`config.mk`:
```
export PLATFORM = sky130hd
export DESIGN_NAME = vga_sync_ctrl
export DESIGN_NICKNAME = d
export VERILOG_FILES = /design/src/rtl/vga_timing_pkg.sv /design/src/rtl/clk_en_div.sv /design/src/rtl/vga_sync_ctrl.sv
export SDC_FILE = /design/constraint.sdc
export NUM_CORES = 1
export LEC_CHECK = 0
export CAP_MARGIN = 20
export CORE_UTILIZATION = 26
export CTS_BUF_LIST = sky130_fd_sc_hd__clkbuf_4
export CTS_CLUSTER_SIZE = 24
export DETAILED_ROUTE_END_ITERATION = 10
export GPL_TIMING_DRIVEN = 0
export MAX_ROUTING_LAYER = met4
export PLACE_DENSITY = 0.5
export RECOVER_POWER = 25
export SLEW_MARGIN = 20
export SYNTH_ARGS = -nofsm -noshare
export SYNTH_HDL_FRONTEND = slang
export SYNTH_HIERARCHICAL = 1
export SYNTH_SLANG_ARGS = --single-unit
```
`constraint.sdc`:
```
create_clock -name clk -period 1.7 [get_ports clk]
set_clock_uncertainty 0.1 [all_clocks]
set_input_delay 0.425 -clock clk [delete_from_list [all_inputs] [get_ports clk]]
set_output_delay 0.425 -clock clk [all_outputs]
set_load 0.02 [all_outputs]
```
`src/rtl/vga_timing_pkg.sv`:
```
// rtl/vga_timing_pkg.sv - 640x480@60 Hz VGA timing constants shared by sync and pixel logic
package vga_timing_pkg;

    localparam int CNT_W = 10;

    localparam int VGA_CLK_DIV   = 4;

    localparam int VGA_H_VISIBLE = 640;
    localparam int VGA_H_FRONT   = 16;
    localparam int VGA_H_SYNC    = 96;
    localparam int VGA_H_BACK    = 48;
    localparam int VGA_H_TOTAL   = VGA_H_VISIBLE + VGA_H_FRONT + VGA_H_SYNC + VGA_H_BACK;

    localparam int VGA_V_VISIBLE = 480;
    localparam int VGA_V_FRONT   = 10;
    localparam int VGA_V_SYNC    = 2;
    localparam int VGA_V_BACK    = 33;
    localparam int VGA_V_TOTAL   = VGA_V_VISIBLE + VGA_V_FRONT + VGA_V_SYNC + VGA_V_BACK;

    // Counter value and a one-bit-wider position so window ends equal to a total still fit
    typedef logic [CNT_W-1:0] cnt_t;
    typedef logic [CNT_W:0]   pos_t;

    // Half-open window test lo <= pos < hi
    function automatic logic in_window(pos_t pos, pos_t lo, pos_t hi);
        return (pos >= lo) && (pos < hi);
    endfunction

endpackage

```
`src/rtl/clk_en_div.sv`:
```
// rtl/clk_en_div.sv - parameterised divider producing a one-cycle enable strobe every DIV clocks
module clk_en_div #(
    parameter int DIV = 4
)(
    input  logic i_clk,
    input  logic i_rst,
    output logic o_en
);

    localparam int W = (DIV > 1) ? $clog2(DIV) : 1;
    localparam logic [W-1:0] LAST = W'(DIV - 1);

    logic [W-1:0] r_div;
    logic [W-1:0] w_div_next;
    logic         r_en;

    // Next divider value, wrapping at DIV-1
    always_comb begin
        w_div_next = (r_div == LAST) ? '0 : r_div + 1'b1;
    end

    // Strobe is registered so it reads 0 throughout reset even when DIV is 1
    always_ff @(posedge i_clk) begin
        if (i_rst) begin
            r_div <= '0;
            r_en  <= 1'b0;
        end else begin
            r_div <= w_div_next;
            r_en  <= (w_div_next == LAST);
        end
    end

    assign o_en = r_en;

endmodule

```
`src/rtl/vga_sync_ctrl.sv`:
```
// rtl/vga_sync_ctrl.sv - VGA pixel/line counters, sync decodes and per-frame score shadowing
module vga_sync_ctrl
    import vga_timing_pkg::*;
#(
    parameter int CLK_DIV   = VGA_CLK_DIV,
    parameter int H_VISIBLE = VGA_H_VISIBLE,
    parameter int H_FRONT   = VGA_H_FRONT,
    parameter int H_SYNC    = VGA_H_SYNC,
    parameter int H_BACK    = VGA_H_BACK,
    parameter int V_VISIBLE = VGA_V_VISIBLE,
    parameter int V_FRONT   = VGA_V_FRONT,
    parameter int V_SYNC    = VGA_V_SYNC,
    parameter int V_BACK    = VGA_V_BACK
)(
    input  logic             clk,
    input  logic             rst,
    input  logic [3:0]       score0_in,
    input  logic [3:0]       score1_in,
    output logic             pclk_en,
    output logic [CNT_W-1:0] h_cnt,
    output logic [CNT_W-1:0] v_cnt,
    output logic             valid,
    output logic             hsync,
    output logic             vsync,
    output logic             frame_start,
    output logic [3:0]       score0,
    output logic [3:0]       score1
);

    localparam int H_TOTAL = H_VISIBLE + H_FRONT + H_SYNC + H_BACK;
    localparam int V_TOTAL = V_VISIBLE + V_FRONT + V_SYNC + V_BACK;

    localparam cnt_t H_LAST   = cnt_t'(H_TOTAL - 1);
    localparam cnt_t V_LAST   = cnt_t'(V_TOTAL - 1);
    localparam pos_t H_VIS_P  = pos_t'(H_VISIBLE);
    localparam pos_t V_VIS_P  = pos_t'(V_VISIBLE);
    localparam pos_t HS_BEG_P = pos_t'(H_VISIBLE + H_FRONT);
    localparam pos_t HS_END_P = pos_t'(H_VISIBLE + H_FRONT + H_SYNC);
    localparam pos_t VS_BEG_P = pos_t'(V_VISIBLE + V_FRONT);
    localparam pos_t VS_END_P = pos_t'(V_VISIBLE + V_FRONT + V_SYNC);

    logic       w_pclk_en;
    logic       w_h_last;
    logic       w_v_last;
    logic       w_frame_wrap;
    pos_t       w_h_pos;
    pos_t       w_v_pos;

    cnt_t       r_h_cnt;
    cnt_t       r_v_cnt;
    logic       r_running;
    logic       r_frame_start;
    logic [3:0] r_score0;
    logic [3:0] r_score1;

    clk_en_div #(
        .DIV (CLK_DIV)
    ) u_pix_div (
        .i_clk (clk),
        .i_rst (rst),
        .o_en  (w_pclk_en)
    );

    assign w_h_last     = (r_h_cnt == H_LAST);
    assign w_v_last     = (r_v_cnt == V_LAST);
    assign w_frame_wrap = w_pclk_en && w_h_last && w_v_last;
    assign w_h_pos      = {1'b0, r_h_cnt};
    assign w_v_pos      = {1'b0, r_v_cnt};

    // Raster position: advance one pixel per strobe, wrapping line then frame
    always_ff @(posedge clk) begin
        if (rst) begin
            r_h_cnt <= '0;
            r_v_cnt <= '0;
        end else if (w_pclk_en) begin
            if (w_h_last) begin
                r_h_cnt <= '0;
                r_v_cnt <= w_v_last ? '0 : r_v_cnt + 1'b1;
            end else begin
                r_h_cnt <= r_h_cnt + 1'b1;
            end
        end
    end

    // Running flag, frame-start pulse and score shadows that only update at the frame wrap
    always_ff @(posedge clk) begin
        if (rst) begin
            r_running     <= 1'b0;
            r_frame_start <= 1'b0;
            r_score0      <= '0;
            r_score1      <= '0;
        end else begin
            r_running     <= 1'b1;
            r_frame_start <= w_frame_wrap;
            if (w_frame_wrap) begin
                r_score0 <= score0_in;
                r_score1 <= score1_in;
            end
        end
    end

    // Decodes come straight off the registered counters so they line up with h_cnt/v_cnt
    assign valid       = r_running && (w_h_pos < H_VIS_P) && (w_v_pos < V_VIS_P);
    assign hsync       = ~(r_running && in_window(w_h_pos, HS_BEG_P, HS_END_P));
    assign vsync       = ~(r_running && in_window(w_v_pos, VS_BEG_P, VS_END_P));

    assign pclk_en     = w_pclk_en;
    assign h_cnt       = r_h_cnt;
    assign v_cnt       = r_v_cnt;
    assign frame_start = r_frame_start;
    assign score0      = r_score0;
    assign score1      = r_score1;

endmodule

```
==> impl_metrics.ini <==
[outcome]
run_status = finished with violations
failed_checks = setup timing

[critical_path]
worstPathMaxFanout = 2
worstPathRequired_ns = 1.17
worst_setup_path_start_kind = flip-flop
r2r-start = h_cnt[0]$_SDFFE_PP0P_
depth_of_the_worst_register_to_register_path = 5
endpoint_kind = output port
timing.critical_path.from = v_cnt[7]$_SDFFE_PP0P_
cp_data_arrival_time_ns = 1.56
path_class = flip-flop to output port

[timing]
slew-limit-headroom = 0.726
grt_setup_unrepaired = yes
achievable-frequency_mhz = 480
hold_viol_final = 0
worst-slew-pin-transition_ns = 0.410
timing.hold.ws_ns = 0.367
number_of_failing_setup_endpoints_in_the_final_timing_report = 18
period_minus_slack_ns = 2.08
period_share = 1.23
timing.final.ws_setup_ns = -0.385
slew_violations = 0

[logic_synthesis]
synth-seq-area-share = 0.452
synth_area_um2 = 1460
synth_edf_count = 0
post_synth_inst_count = 153
syn-num-nets = 169
synth-async-reset-ratio = 0
register_bit_count_reported_by_yosys = 33
yosys_warnings = 6
synthFlopType = sky130_fd_sc_hd__dfxtp_1
avgSynthCellArea_um2 = 9.54
synth_cell_types = 33

[global_routing]
grt_overflow = 0
grt_start_max_net_pins = 11
wire_length_of_the_first_global_routing_pass_um = 6730
grtUsageTotal = 0.145
antenna_found_initial = 0
grt_pass1_vias = 1416

[cells_and_area]
finalNetCount = 240
regArea_um2 = 707
finish.utilization = 0.452
post_route_cells_drive_above_1_share = 0.360
layout_commonest_cell = sky130_fd_sc_hd__dlygate4sd2_1
multi_input_comb_area_um2 = 887
fillCellCount = 530
area_growth_pct = 63.2
insertedDiodeCount = 0
final-instance-count-excl-fill = 295
most-common-layout-cells = sky130_fd_sc_hd__dlygate4sd2_1 (20), sky130_fd_sc_hd__dfxtp_1 (18), sky130_fd_sc_hd__buf_4 (16), sky130_fd_sc_hd__nor2_1 (13), sky130_fd_sc_hd__dfxtp_4 (11)

[clock_tree]
clk_path_buf_depth = 2
cts_tree = done
tritoncts_sinks = 33
clkLatencyLatePin_ns = 0.33
clock_tree.htree_level_count = 2
tritoncts.num_buffers = 5
cts_root_buf = sky130_fd_sc_hd__clkbuf_4
clk_pin_slew_ns = 0.10

[die]
dieArea_um2 = 5920
dieWidth_um = 76.9
design.core.area_um2 = 5270
placement_rows = 26
initial_core_util = 0.277
floorplan.die.height_um = 76.9
num_io_pins = 43

[drt]
routed_via_density = 4.85
residual_drc = 0
detail_route.iter0.violations = 73
vias = 1432
avgRoutedWirePerCell_um = 13.5
ant_nets = 0
drt-pass1-iter-count = 4
routed_wl_um = 3980

[hold_path]
holdPathStages = 1
hold_path.startpoint = u_pix_div/r_div[0]$_SDFF_PP0_
hold_crit_path_type = flip-flop to flip-flop

[placement]
estimated_wirelength_of_the_detail_placed_design_um = 2600
gp_routability_congestion = 0.820
dpl_cells = 265
port-buffer-count = 42

[power_and_ir_drop]
cell_internal_power_mw = 1.13
vdd_drop_max_uv = 351
switching_share = 0.220
power_density_nw_per_um2 = 610
total_switching_power_uw = 320
static-leakage-power_nw = 1.03
p_clk_frac = 0.408
power.combinational.fraction = 0.057
seq_power_share = 0.535

[run]
drv_cap = 0
==> cell usage after synthesis, drive strengths merged (5+ instances only) <==
cell / count / area share
xnor2: 5 / 0.030
inv: 7 / 0.018
or3: 8 / 0.034
xor2: 5 / 0.030
dfxtp: 33 / 0.45
ha: 6 / 0.051
a22o: 8 / 0.048
nor2: 13 / 0.033
nand4: 7 / 0.034
nand2: 7 / 0.018
a21oi: 9 / 0.031
o21ai: 9 / 0.033
nand3: 9 / 0.031
==> sequential cells by signal (all words and copies together), names as in the netlist <==
| register | flops |
|---|---|
| v_cnt | 10 |
| frame_start | 1 |
| score1 | 4 |
| score0 | 4 |
| r_running | 1 |
| u_pix_div/o_en | 1 |
| h_cnt | 10 |
| u_pix_div/r_div | 2 |
==> critical path, stage by stage, from the launching register on <==
cell	delay (ns)
sky130_fd_sc_hd__dfxtp_4	0.36
sky130_fd_sc_hd__and3_4	0.20
sky130_fd_sc_hd__nand2_4	0.05
sky130_fd_sc_hd__or4_4	0.47
sky130_fd_sc_hd__buf_6	0.14
==> metal layers <==
layer  wire [µm]  track usage  vias up
li1            -            -      697
met1        1840        0.183      683
met2        1870        0.218       45
met3         231       0.0476        7
met4          36       0.0462        0
met5           0            -        -
==> stage by stage <==
| stage | power [mW] | setup slack [ns] | cell area (µm²) | setup TNS [ns] |
|---|---|---|---|---|
| final | 1.45 | -0.385 | 2380 | -1.74 |
| after global routing | 1.53 | -0.422 | 2380 | -3.90 |
| after CTS | 1.49 | -0.401 | 2280 | -1.23 |
| after detailed placement | 0.885 | -0.506 | 2030 | -6.79 |
| after global placement | 0.881 | -0.492 | 2030 | -6.14 |
| after floorplan | 0.840 | -0.0167 | 1520 | -0.0447 |
==> what timing repair did <==
| action | CTS | global route |
|---|---|---|
| gates cloned | 1 | 1 |
| setup endpoints to repair | 51 | 34 |
| hold buffers | 0 | 0 |
| pin swaps | 18 | 15 |
| resized for setup | 67 | 36 |
| buffers inserted | 15 | 7 |
==> kinds of logic (layout without fill, tap and decap cells) <==
group | after synthesis | count (layout) | share of synthesized area
XOR/XNOR | 10 | 10 | 0.0600
adder cells (fa/ha/maj) | 6 | 6 | 0.0514
AO/OA/AOI/OAI | 28 | 28 | 0.123
multiplexers | 1 | 1 | 0.00686
flip-flops | 33 | 33 | 0.452
AND/OR/NAND/NOR | 64 | 65 | 0.269
buffers and inverters | 11 | 82 | 0.0377
==> layout make-up <==
class | count | area share
Buffer | 2 | 0.00945
Clock buffer | 6 | 0.0189
Clock inverter | 2 | 0.0142
Inverter | 7 | 0.0110
Multi-Input combinational cell | 110 | 0.372
Sequential cell | 33 | 0.297
Tap cell | 70 | 0.0367
Timing Repair Buffer | 65 | 0.241
==> path summary, 6_finish.rpt <==
path	endpoint	slack, ns
setup / recovery	vsync	-0.38
hold / removal	u_pix_div/r_div[0]$_SDFF_PP0_	0.37
setup reg to reg	v_cnt[8]$_SDFFE_PP0P_	-0.17
hold reg to reg	u_pix_div/r_div[0]$_SDFF_PP0_	0.37
==> power groups by stage <==
stage | clock network (mW) | registers (mW) | logic (mW)
3_3_place_gp | 0 | 0.803 | 0.0786
5_1_grt | 0.659 | 0.779 | 0.0910
4_1_cts | 0.619 | 0.789 | 0.0789
3_5_place_dp | 0 | 0.804 | 0.0803
2_1_floorplan | 0 | 0.806 | 0.0339
6_report | 0.593 | 0.777 | 0.0828
No activity file was read; power rests on OpenSTA's default activity.
